==> src/rtl/core_pkg.sv <==
// rtl/core_pkg.sv - shared core types and constants for the decode/execute pipeline
//
// Contents:
//   WORD_WIDTH_DEF / CTRL_WIDTH_DEF  default datapath and control-bundle widths
//   pipe_state_e                     occupancy state of the ID/EX register stage
//   CTRL_*                           bit positions inside the packed decode-control bundle
//   CTRL_SIDE_EFFECT_MASK            control bits that must never leak out of an invalid entry
package core_pkg;

   localparam int WORD_WIDTH_DEF = 32;
   localparam int CTRL_WIDTH_DEF = 24;

   typedef enum logic [1:0] {
      ST_EMPTY = 2'd0,
      ST_ONE   = 2'd1,
      ST_FULL  = 2'd2
   } pipe_state_e;

   // Decode-control bundle layout
   localparam int CTRL_REG_WE_BIT  = 0;
   localparam int CTRL_MEM_WE_BIT  = 1;
   localparam int CTRL_MEM_RE_BIT  = 2;
   localparam int CTRL_BRANCH_BIT  = 3;
   localparam int CTRL_JUMP_BIT    = 4;
   localparam int CTRL_ALU_OP_LSB  = 5;
   localparam int CTRL_ALU_OP_W    = 5;
   localparam int CTRL_IMM_SEL_LSB = 10;
   localparam int CTRL_IMM_SEL_W   = 3;
   localparam int CTRL_RD_LSB      = 13;
   localparam int CTRL_RD_W        = 5;

   // Register write-enable and store-enable are the bits with architectural side effects
   localparam logic [CTRL_WIDTH_DEF-1:0] CTRL_SIDE_EFFECT_MASK =
      CTRL_WIDTH_DEF'((1 << CTRL_REG_WE_BIT) | (1 << CTRL_MEM_WE_BIT));

endpackage

==> src/rtl/fwd_mux.sv <==
// rtl/fwd_mux.sv - priority forwarding select for one register operand
//
// Ports:
//   op_rdata  in  WORD_WIDTH            register-file read value for this operand
//   fwd_data  in  NUM_FWD x WORD_WIDTH  forwarding sources, index 0 is the youngest producer
//   fwd_sel   in  NUM_FWD               forward request bits for this operand
//   op_data   out WORD_WIDTH            selected operand value
module fwd_mux #(
   parameter int NUM_FWD    = 2,
   parameter int WORD_WIDTH = 32
) (
   input  logic [WORD_WIDTH-1:0]         op_rdata,
   input  logic [NUM_FWD*WORD_WIDTH-1:0] fwd_data,
   input  logic [NUM_FWD-1:0]            fwd_sel,
   output logic [WORD_WIDTH-1:0]         op_data
);

   // Walking from oldest to youngest lets the lowest requested index win.
   always_comb begin
      op_data = op_rdata;
      for (int j = NUM_FWD - 1; j >= 0; j--) begin
         if (fwd_sel[j]) begin
            op_data = fwd_data[j*WORD_WIDTH +: WORD_WIDTH];
         end
      end
   end

endmodule

==> src/rtl/id_ex_pipe.sv <==
// rtl/id_ex_pipe.sv - ID/EX pipeline register with skid entry and operand forwarding capture
//
// Ports:
//   clk, rst_n    clock and asynchronous active-low reset
//   flush_i       drop every held entry and the current input
//   in_valid_i    ID presents an instruction; in_ready_o: stage can accept (decoded from state)
//   pc_i, instr_i instruction PC and word; ctrl_i decode-control bundle
//   rdata_i       NUM_OPS register-file read values, operand k at [k*WORD_WIDTH +: WORD_WIDTH]
//   fwd_data_i    NUM_FWD forwarding values, source j at [j*WORD_WIDTH +: WORD_WIDTH]
//   fwd_sel_i     forward request bits, operand k at [k*NUM_FWD +: NUM_FWD]
//   out_valid_o   head entry valid; out_ready_i: EX consumes the head entry
//   pc_o, instr_o, ctrl_o, rdata_o  head entry contents
//   stall_cnt_o   saturating count of cycles the head entry was offered but not consumed
module id_ex_pipe
   import core_pkg::*;
#(
   parameter int                    WORD_WIDTH     = WORD_WIDTH_DEF,
   parameter int                    CTRL_WIDTH     = CTRL_WIDTH_DEF,
   parameter int                    NUM_OPS        = 2,
   parameter int                    NUM_FWD        = 2,
   parameter logic [CTRL_WIDTH-1:0] CTRL_KILL_MASK = '0
) (
   input  logic                          clk,
   input  logic                          rst_n,
   input  logic                          flush_i,
   input  logic                          in_valid_i,
   output logic                          in_ready_o,
   input  logic [WORD_WIDTH-1:0]         pc_i,
   input  logic [WORD_WIDTH-1:0]         instr_i,
   input  logic [CTRL_WIDTH-1:0]         ctrl_i,
   input  logic [NUM_OPS*WORD_WIDTH-1:0] rdata_i,
   input  logic [NUM_FWD*WORD_WIDTH-1:0] fwd_data_i,
   input  logic [NUM_OPS*NUM_FWD-1:0]    fwd_sel_i,
   output logic                          out_valid_o,
   input  logic                          out_ready_i,
   output logic [WORD_WIDTH-1:0]         pc_o,
   output logic [WORD_WIDTH-1:0]         instr_o,
   output logic [CTRL_WIDTH-1:0]         ctrl_o,
   output logic [NUM_OPS*WORD_WIDTH-1:0] rdata_o,
   output logic [15:0]                   stall_cnt_o
);

   pipe_state_e state_q;
   pipe_state_e state_d;

   logic accept;
   logic emit;
   logic skid_valid;
   logic load_main_in;
   logic load_main_skid;
   logic load_skid;

   logic [NUM_OPS*WORD_WIDTH-1:0] cap_ops;

   logic [WORD_WIDTH-1:0]         main_pc;
   logic [WORD_WIDTH-1:0]         main_instr;
   logic [CTRL_WIDTH-1:0]         main_ctrl;
   logic [NUM_OPS*WORD_WIDTH-1:0] main_ops;

   logic [WORD_WIDTH-1:0]         skid_pc;
   logic [WORD_WIDTH-1:0]         skid_instr;
   logic [CTRL_WIDTH-1:0]         skid_ctrl;
   logic [NUM_OPS*WORD_WIDTH-1:0] skid_ops;

   // Operands are resolved once, on the way in; held entries never see later forwarding.
   for (genvar k = 0; k < NUM_OPS; k++) begin : g_op
      fwd_mux #(
         .NUM_FWD    (NUM_FWD),
         .WORD_WIDTH (WORD_WIDTH)
      ) u_fwd_mux (
         .op_rdata (rdata_i[k*WORD_WIDTH +: WORD_WIDTH]),
         .fwd_data (fwd_data_i),
         .fwd_sel  (fwd_sel_i[k*NUM_FWD +: NUM_FWD]),
         .op_data  (cap_ops[k*WORD_WIDTH +: WORD_WIDTH])
      );
   end

   // in_ready_o and out_valid_o come straight from the state flops, so out_ready_i
   // only reaches in_ready_o through a clock edge.
   assign accept = in_valid_i & in_ready_o & ~flush_i;
   assign emit   = out_valid_o & out_ready_i;

   always_ff @(posedge clk or negedge rst_n) begin
      if (!rst_n) begin
         state_q <= ST_EMPTY;
      end else begin
         state_q <= state_d;
      end
   end

   always_comb begin
      state_d        = state_q;
      load_main_in   = 1'b0;
      load_main_skid = 1'b0;
      load_skid      = 1'b0;
      if (flush_i) begin
         state_d = ST_EMPTY;
      end else begin
         case (state_q)
            ST_EMPTY: begin
               if (accept) begin
                  state_d      = ST_ONE;
                  load_main_in = 1'b1;
               end
            end
            ST_ONE: begin
               if (accept && emit) begin
                  load_main_in = 1'b1;
               end else if (accept) begin
                  state_d   = ST_FULL;
                  load_skid = 1'b1;
               end else if (emit) begin
                  state_d = ST_EMPTY;
               end
            end
            ST_FULL: begin
               if (emit) begin
                  state_d        = ST_ONE;
                  load_main_skid = 1'b1;
               end
            end
            default: state_d = ST_EMPTY;
         endcase
      end
   end

   always_comb begin
      out_valid_o = (state_q != ST_EMPTY);
      skid_valid  = (state_q == ST_FULL);
      in_ready_o  = ~skid_valid;
      // Side-effect bits are killed whenever the head is not a live instruction.
      ctrl_o      = out_valid_o ? main_ctrl : (main_ctrl & ~CTRL_KILL_MASK);
   end

   always_ff @(posedge clk or negedge rst_n) begin
      if (!rst_n) begin
         main_pc    <= '0;
         main_instr <= '0;
         main_ctrl  <= '0;
         main_ops   <= '0;
         skid_pc    <= '0;
         skid_instr <= '0;
         skid_ctrl  <= '0;
         skid_ops   <= '0;
      end else begin
         if (load_main_in) begin
            main_pc    <= pc_i;
            main_instr <= instr_i;
            main_ctrl  <= ctrl_i;
            main_ops   <= cap_ops;
         end else if (load_main_skid) begin
            main_pc    <= skid_pc;
            main_instr <= skid_instr;
            main_ctrl  <= skid_ctrl;
            main_ops   <= skid_ops;
         end
         if (load_skid) begin
            skid_pc    <= pc_i;
            skid_instr <= instr_i;
            skid_ctrl  <= ctrl_i;
            skid_ops   <= cap_ops;
         end
      end
   end

   assign pc_o    = main_pc;
   assign instr_o = main_instr;
   assign rdata_o = main_ops;

   // Counts offered-but-not-taken cycles regardless of flush.
   always_ff @(posedge clk or negedge rst_n) begin
      if (!rst_n) begin
         stall_cnt_o <= '0;
      end else if (out_valid_o && !out_ready_i && (stall_cnt_o != 16'hFFFF)) begin
         stall_cnt_o <= stall_cnt_o + 16'd1;
      end
   end

endmodule

==> config.mk <==
export PLATFORM = sky130hd
export DESIGN_NAME = id_ex_pipe
export DESIGN_NICKNAME = d
export VERILOG_FILES = /design/src/rtl/core_pkg.sv /design/src/rtl/fwd_mux.sv /design/src/rtl/id_ex_pipe.sv
export SDC_FILE = /design/constraint.sdc
export NUM_CORES = 1
export LEC_CHECK = 0
export CORE_MARGIN = 1
export CORE_UTILIZATION = 35
export DETAILED_ROUTE_END_ITERATION = 7
export RECOVER_POWER = 100
export SLEW_MARGIN = 20
export SYNTH_ARGS = -nofsm -noshare
export SYNTH_HDL_FRONTEND = slang
export SYNTH_SLANG_ARGS = --single-unit
==> constraint.sdc <==
create_clock -name clk -period 2.1 [get_ports clk]
set_clock_uncertainty 0.05 [all_clocks]
set_input_delay 0.315 -clock clk [delete_from_list [all_inputs] [get_ports clk]]
set_output_delay 0.315 -clock clk [all_outputs]
set_load 0.02 [all_outputs]
==> impl_metrics.sql, run 1 <==
INSERT INTO impl_metrics (metric_group, metric, value, unit) VALUES
('status', 'run_status', 'complete, no violations', ''),
('clock_network', 'h-tree-depth', '2', ''),
('synthesis', 'netlist_top_cells_area', 'sky130_fd_sc_hd__dfrtp_1 (55%), sky130_fd_sc_hd__mux2_2 (18%), sky130_fd_sc_hd__mux2i_1 (4.3%), sky130_fd_sc_hd__o221ai_1 (3.8%), sky130_fd_sc_hd__nand2_1 (3.5%)', ''),
('floorplanning', 'initial_core_util', '35.87', '%'),
('synthesis', 'async_flop_share', '100.0', '%'),
('pwr', 'power.density', '1048', 'mW/mm^2'),
('synthesis', 'synthesis.yosys.warnings', '0', ''),
('setup_path', 'crit_path_launch_type', 'register', ''),
('floorplanning', 'die_x', '207.5', 'um'),
('finish', 'area_delta_synth_final', '41.22', '%'),
('sta', 'period_share', '96.49', '%'),
('finish', 'commonest_non_fill_non_tap_cells_in_the_layout', 'sky130_fd_sc_hd__dfrtp_1 (322), sky130_fd_sc_hd__mux2_2 (240), sky130_fd_sc_hd__clkdlybuf4s50_1 (230)', ''),
('synthesis', 'yosysTopAreaCellShare', '54.52', '%'),
('grt', 'global_route.overflow_total', '0', ''),
('synthesis', 'synth_seq_cells', '322', ''),
('synthesis', 'synth_ff_type', 'sky130_fd_sc_hd__dfrtp_1', ''),
('finish', 'utilization_after_layout', '50.66', '%'),
('route', 'route.detailed.drc', '0', ''),
('finish', 'fillCellCount', '3649', ''),
('sta', 'hold_slack', '359.7', 'ps'),
('sta', 'final.min_clock_period', '2026', 'ps'),
('setup_path', 'cp_arrival', '1660', 'ps'),
('clock_network', 'cts_buffers', '37', ''),
('clock_network', 'number_of_buffers_on_the_longest_clock_path', '3', ''),
('finish', 'nets', '1896', ''),
('synthesis', 'synth_largest_area_cell', 'sky130_fd_sc_hd__dfrtp_1', ''),
('pwr', 'ir_worst_vdd', '0.7107', 'mV'),
('min_path', 'worstHoldPathType', 'in2reg', ''),
('grt', 'number_of_antenna_violations_at_the_first_check_in_global_routing', '5', ''),
('route', 'drt_pre_antenna_iters', '5', ''),
('sta', 'timing.final.hold_violations', '0', ''),
('setup_path', 'worst_path_max_delay_cell', 'sky130_fd_sc_hd__dfrtp_1', ''),
('synthesis', 'synthesis.instances', '1258', ''),
('finish', 'layout_cell_share_with_drive_strength_beyond_1', '22.75', '%'),
('sta', 'maxSlewViolCount', '0', ''),
('setup_path', 'critical_path_required', '1740', 'ps'),
('setup_path', 'crit_path_max_fanout', '5', ''),
('placement', 'port_buffers', '394', ''),
('floorplanning', 'placementRows', '74', ''),
('grt', 'grt_max_degree', '65', ''),
('route', 'drt.antenna.violating_nets', '0', ''),
('setup_path', 'crit_path_cell_trace', 'buf_4 > or2_2 > clkdlybuf4s15_2', ''),
('route', 'dr.first_iter.drc_count', '460', ''),
('setup_path', 'critical_path.endpoint_type', 'output pin', ''),
('setup_path', 'setup.worst_path.class', 'reg2out', ''),
('clock_network', 'cts_tree', 'built', ''),
('synthesis', 'synth_enable_flop_cells', '0', ''),
('sta', 'rsz0062_at_grt', 'false', ''),
('grt', 'grt.total_usage', '18.83', '%'),
('job', 'max_cap_viol_count', '0', ''),
('clock_network', 'clkSinkCount', '322', ''),
('synthesis', 'synth_seq_area_share', '54.52', '%'),
('sta', 'finalSetupViolations', '0', ''),
('floorplanning', 'core', '0.04120', 'mm^2'),
('setup_path', 'critical_path.max_stage_delay', '410', 'ps'),
('grt', 'first_global_vias', '11550', ''),
('clock_network', 'worst_skew_pair.late_latency', '540', 'ps'),
('finish', 'register_area', '0.008058', 'mm^2'),
('route', 'via_per_inst', '4.937', ''),
('synthesis', 'avgSynthCellArea', '11.75', 'um^2'),
('placement', 'dpl.hpwl', '29.09', 'mm'),
('sta', 'max_slew.worst_pin.slew', '932.6', 'ps'),
('sta', 'relSlewSlack', '37.83', '%'),
('floorplanning', 'num_io_pins', '395', ''),
('pwr', 'total_leakage_power', '9.349', 'nW'),
('finish', 'final_area', '0.02087', 'mm^2'),
('placement', 'routabilityCongestion', '0.7952', ''),
('synthesis', 'yosysUniqueCellTypes', '38', ''),
('grt', 'grt_first_pass_wirelength', '64.78', 'mm'),
('clock_network', 'clk_pin_slew', '60', 'ps'),
('finish', 'final_common_cell', 'sky130_fd_sc_hd__dfrtp_1', '');
per-stage QoR:
step                      total power [mW]  worst slack (ps)  cells  setup TNS (ps)
after floorplan                      12.54             234.2   1258               0
after detailed placement             16.12            -194.6   2162          -16780
after global routing                 23.10             5.068   2231               0
after global placement               15.95            -154.4   2162          -13570
after CTS                            22.65             32.38   2229               0
final                                21.88             73.64   2231               0
what timing repair did:
item	CTS	global route
setup endpoints to repair	2	0
hold endpoints to repair	50	0
hold buffers	1	0
setup buffers	0	0
gates resized for setup	6	0
routing by layer:
metal / wire (um) / up-vias / track usage, %
li1: - / 5260 / -
met1: 17510 / 5402 / 24.33
met2: 18820 / 295 / 29.80
met3: 3160 / 52 / 6.127
met4: 838 / 6 / 6.047
met5: 30 / - / 0
path summary, 6_finish.rpt:
kind                              start              to  cells past startpoint
max reg2reg                  state_q[1]      instr_o[8]                      6
max in group asynchronous         rst_n    skid_ops[39]                      3
min reg2reg                skid_ops[63]     rdata_o[63]                      2
max                          state_q[0]     out_valid_o                      3
min                         instr_i[10]  skid_instr[10]                      2
min in group asynchronous         rst_n     rdata_o[31]                      2
sequential cells by signal, indices dropped and copies added, names as in the netlist:
| signal | count |
|---|---|
| stall_cnt_o | 16 |
| rdata_o | 64 |
| instr_o | 32 |
| skid_instr | 32 |
| ctrl_o | 24 |
| skid_pc | 32 |
| state_q | 2 |
| skid_ops | 64 |
| skid_ctrl | 24 |
| pc_o | 32 |
worst max-delay path: cells and delay by family (launching register included):
family / cells / cell delay, ps
simple gates: 1 / 290
flops: 1 / 410
buf+inv: 2 / 450
layout make-up:
| cell class | instances | share of cell area, % |
|---|---|---|
| clock inverter | 11 | 0.4436 |
| antenna | 2 | 0.02398 |
| tap | 532 | 3.189 |
| clock buffer | 55 | 5.347 |
| timing repair buffer | 460 | 22.01 |
| inverter | 64 | 1.151 |
| multi-input combinational | 785 | 29.23 |
| sequential | 322 | 38.61 |
report_power, final:
group | switching, mW | leakage, nW | internal, mW | total, mW
clock | 2.56 | 0.595 | 3.81 | 6.37
combinational | 3.11 | 4.72 | 3.46 | 6.57
sequential | 0.961 | 4.03 | 7.98 | 8.94
total | 6.63 | 9.35 | 15.3 | 21.9
cell usage after synthesis (2+ instances only):
cell type                  instances
sky130_fd_sc_hd__a21oi_1          65
sky130_fd_sc_hd__and3_1            2
sky130_fd_sc_hd__and4_1            2
sky130_fd_sc_hd__buf_1            10
sky130_fd_sc_hd__buf_2            37
sky130_fd_sc_hd__clkbuf_1         37
sky130_fd_sc_hd__dfrtp_1         322
sky130_fd_sc_hd__inv_1            64
sky130_fd_sc_hd__mux2_1            5
sky130_fd_sc_hd__mux2_2          240
sky130_fd_sc_hd__mux2_4           20
sky130_fd_sc_hd__mux2i_1          64
sky130_fd_sc_hd__nand2_1         138
sky130_fd_sc_hd__nand3_1           8
sky130_fd_sc_hd__nand4_1           5
sky130_fd_sc_hd__nor2_1           67
sky130_fd_sc_hd__nor3_1            6
sky130_fd_sc_hd__nor3b_1           2
sky130_fd_sc_hd__nor4_1            6
sky130_fd_sc_hd__o21ai_0          64
sky130_fd_sc_hd__o221ai_1         64
sky130_fd_sc_hd__or2_2             2
sky130_fd_sc_hd__xnor2_1           3
sky130_fd_sc_hd__xor2_1           11
cells by family (layout without fill, tap and decap cells):
group                      Yosys count  count (layout)  synth area share [%]
AOI/OAI and AO/OA                  199             199                 8.500
xor gates and xnor gates            14              14                0.8297
adders and majority gates            1               1               0.08465
buffers and inverters              151             590                 4.301
DFF                                322             322                 54.52
muxes                              329             329                 25.03
other                                0               2                     0
and+or+nand+nor                    242             242                 6.731
No activity file was read; power rests on OpenSTA's default activity.
==> inputs of run 2 (changes only) <==
MAX_ROUTING_LAYER = met4   (was default)
clock period = 1.9 ns   (was 2.1 ns; I/O delays follow)
==> run 2 against run 1 <==
Register-to-register slack worse by 30 ps; cell count increased by 0.58%; global-route usage grew 0.25 points; routed wire length shrank 1.4%; worst setup slack got worse by 32 ps; critical path depth fell by 2; sequential share of layout area is 0.066 points higher; combinational power up 13%; die area did not move; clock-buffer cell count rose by 3; largest power group unchanged.
==> impl_metrics.sql, run 2 (synthesized netlist as in run 1, its figures left out) <==
INSERT INTO impl_metrics (metric_group, metric, value, unit) VALUES
('pwr', 'ir_worst_vdd', '0.8235', 'mV'),
('sta', 'max_slew.worst_pin.slew', '960.5', 'ps'),
('placement', 'dpl.hpwl', '28.67', 'mm'),
('setup_path', 'critical_path.endpoint_type', 'output pin', ''),
('sta', 'final.min_clock_period', '1858', 'ps'),
('setup_path', 'critical_path.max_stage_delay', '650', 'ps'),
('finish', 'utilization_after_layout', '50.58', '%'),
('setup_path', 'worstSetupStartpoint', 'rdata_o[38]', ''),
('grt', 'grt_first_pass_wirelength', '63.71', 'mm'),
('finish', 'fillCellCount', '3741', ''),
('floorplanning', 'core', '0.04120', 'mm^2'),
('grt', 'grt_max_degree', '70', ''),
('setup_path', 'cpLargestDelayFamily', 'buffers and inverters', ''),
('sta', 'finalSetupTns', '0', 'ps'),
('sta', 'hold_slack', '195.1', 'ps'),
('clock_network', 'clkSinkCount', '322', ''),
('route', 'routed-via-count', '10960', ''),
('route', 'route.detailed.drc', '0', ''),
('floorplanning', 'num_io_pins', '395', ''),
('placement', 'routabilityCongestion', '0.7844', ''),
('finish', 'final_area', '0.02084', 'mm^2'),
('setup_path', 'crit_path_cell_trace', 'clkdlybuf4s50_1', ''),
('floorplanning', 'placementRows', '74', ''),
('sta', 'rsz0062_at_grt', 'false', ''),
('pwr', 'power.density', '1175', 'mW/mm^2'),
('finish', 'final_common_cell', 'sky130_fd_sc_hd__clkdlybuf4s50_1', ''),
('setup_path', 'setup.worst_path.class', 'reg2out', ''),
('setup_path', 'crit_path_max_fanout', '2', ''),
('finish', 'area_delta_synth_final', '41.00', '%'),
('setup_path', 'critical_path_buf_inv_count', '1', ''),
('sta', 'relSlewSlack', '35.97', '%'),
('clock_network', 'worst_skew_pair.late_latency', '520', 'ps'),
('setup_path', 'crit_path_launch_type', 'register', ''),
('floorplanning', 'die_x', '207.5', 'um'),
('placement', 'dpl_cell_area', '0.01994', 'mm^2'),
('clock_network', 'cts_buffers', '37', ''),
('job', 'max_cap_viol_count', '0', ''),
('pwr', 'power', '24.48', 'mW'),
('pwr', 'total_leakage_power', '9.226', 'nW'),
('sta', 'finalSetupViolations', '0', ''),
('setup_path', 'cp_arrival', '1520', 'ps'),
('grt', 'first_global_vias', '11370', ''),
('setup_path', 'critical_path_required', '1560', 'ps'),
('finish', 'layout_cell_share_with_drive_strength_beyond_1', '23.02', '%'),
('clock_network', 'clock_tree_root', 'sky130_fd_sc_hd__clkbuf_16', ''),
('clock_network', 'clk_pin_slew', '60', 'ps'),
('route', 'dr.first_iter.drc_count', '420', ''),
('sta', 'timing.final.hold_violations', '0', ''),
('clock_network', 'number_of_buffers_on_the_longest_clock_path', '3', ''),
('route', 'postRouteWirelength', '39.80', 'mm'),
('floorplanning', 'initial_core_util', '35.87', '%'),
('grt', 'number_of_antenna_violations_at_the_first_check_in_global_routing', '5', ''),
('route', 'drt_pre_antenna_iters', '5', ''),
('grt', 'global_route.overflow_total', '0', ''),
('finish', 'commonest_non_fill_non_tap_cells_in_the_layout', 'sky130_fd_sc_hd__clkdlybuf4s50_1 (336), sky130_fd_sc_hd__dfrtp_1 (321), sky130_fd_sc_hd__mux2_2 (240)', ''),
('floorplanning', 'floorplan.die_area', '0.04305', 'mm^2'),
('status', 'run_status', 'complete, no violations', ''),
('route', 'drt.antenna.violating_nets', '0', ''),
('floorplanning', 'die_height', '207.5', 'um'),
('min_path', 'worstHoldPathType', 'in2async', ''),
('grt', 'grt.total_usage', '19.08', '%'),
('setup_path', 'startpoint_of_the_worst_register_to_register_path', 'state_q[0]', ''),
('sta', 'period_share', '97.79', '%'),
('placement', 'port_buffers', '394', ''),
('setup_path', 'worst_path_max_delay_cell', 'sky130_fd_sc_hd__clkdlybuf4s50_1', ''),
('clock_network', 'h-tree-depth', '2', ''),
('finish', 'nets', '1905', ''),
('sta', 'maxSlewViolCount', '0', ''),
('route', 'via_per_inst', '4.883', ''),
('sta', 'achievable-frequency', '538.2', 'MHz'),
('route', 'routed_wire_per_std_cell', '17.74', 'um'),
('clock_network', 'cts_tree', 'built', '');
## run 2: cell count changes in the layout (fill, tap and decap cells not counted), moves of 3 or more
| cell | delta |
|---|---|
| sky130_fd_sc_hd__dlygate4sd3_1 | -157 |
| sky130_fd_sc_hd__clkdlybuf4s50_1 | +106 |
| sky130_fd_sc_hd__clkbuf_1 | +32 |
| sky130_fd_sc_hd__dlygate4sd2_1 | +26 |
| sky130_fd_sc_hd__buf_4 | +6 |
| sky130_fd_sc_hd__diode_2 | +3 |
## run 2: routing by layer
layer / part of all wire [%] / global-route usage (%) / vias up
met5: 0 / - / -
met4: 1.7 / 4.195 / 0
met3: 7.7 / 5.885 / 47
met2: 47 / 29.92 / 291
met1: 44 / 24.15 / 5346
li1: - / - / 5274
## run 2: per-stage QoR
step,setup WS (ps),std cells
final,41.95,2244
after global routing,0.8028,2244
after CTS,0.7008,2239
after detailed placement,-377.5,2170
after global placement,-316.0,2170
after floorplan,34.21,1258
## run 2: path summary, 6_finish.rpt
kind                                   endpoint  slack (ps)  depth (start not counted)
worst max-delay path                rdata_o[38]          40                          1
worst min-delay path             skid_instr[10]         200                          2
worst max register to register       ctrl_o[22]         100                          6
worst min register to register     skid_ops[43]         430                          2
max in group asynchronous       stall_cnt_o[15]         320                          3
min in group clk                     skid_pc[4]         350                          2
## run 2: cell type report
cell class	count	area [um^2]	share of cell area [%]
clock inverter	9	126.4	0.6064
antenna	5	12.51	0.06004
inverter	64	240.2	1.153
tap	532	665.6	3.194
timing repair buffer	469	4503	21.61
multi-input combinational	785	6115	29.34
clock buffer	58	1117	5.362
sequential	322	8059	38.67
## run 2: repair_timing
action,in CTS,in global routing
buffers inserted,1,0
gates resized for setup,40,31
cloned,0,0
endpoints found under the hold margin,105,0
endpoints found under the setup margin,35,144
hold buffers,1,0
## run 2: power breakdown
part,leakage [nW],total [mW],switching [mW],internal (mW)
registers,4.03,9.86,1.04,8.82
clock network,0.608,7.21,2.76,4.45
logic,4.59,7.41,3.47,3.93
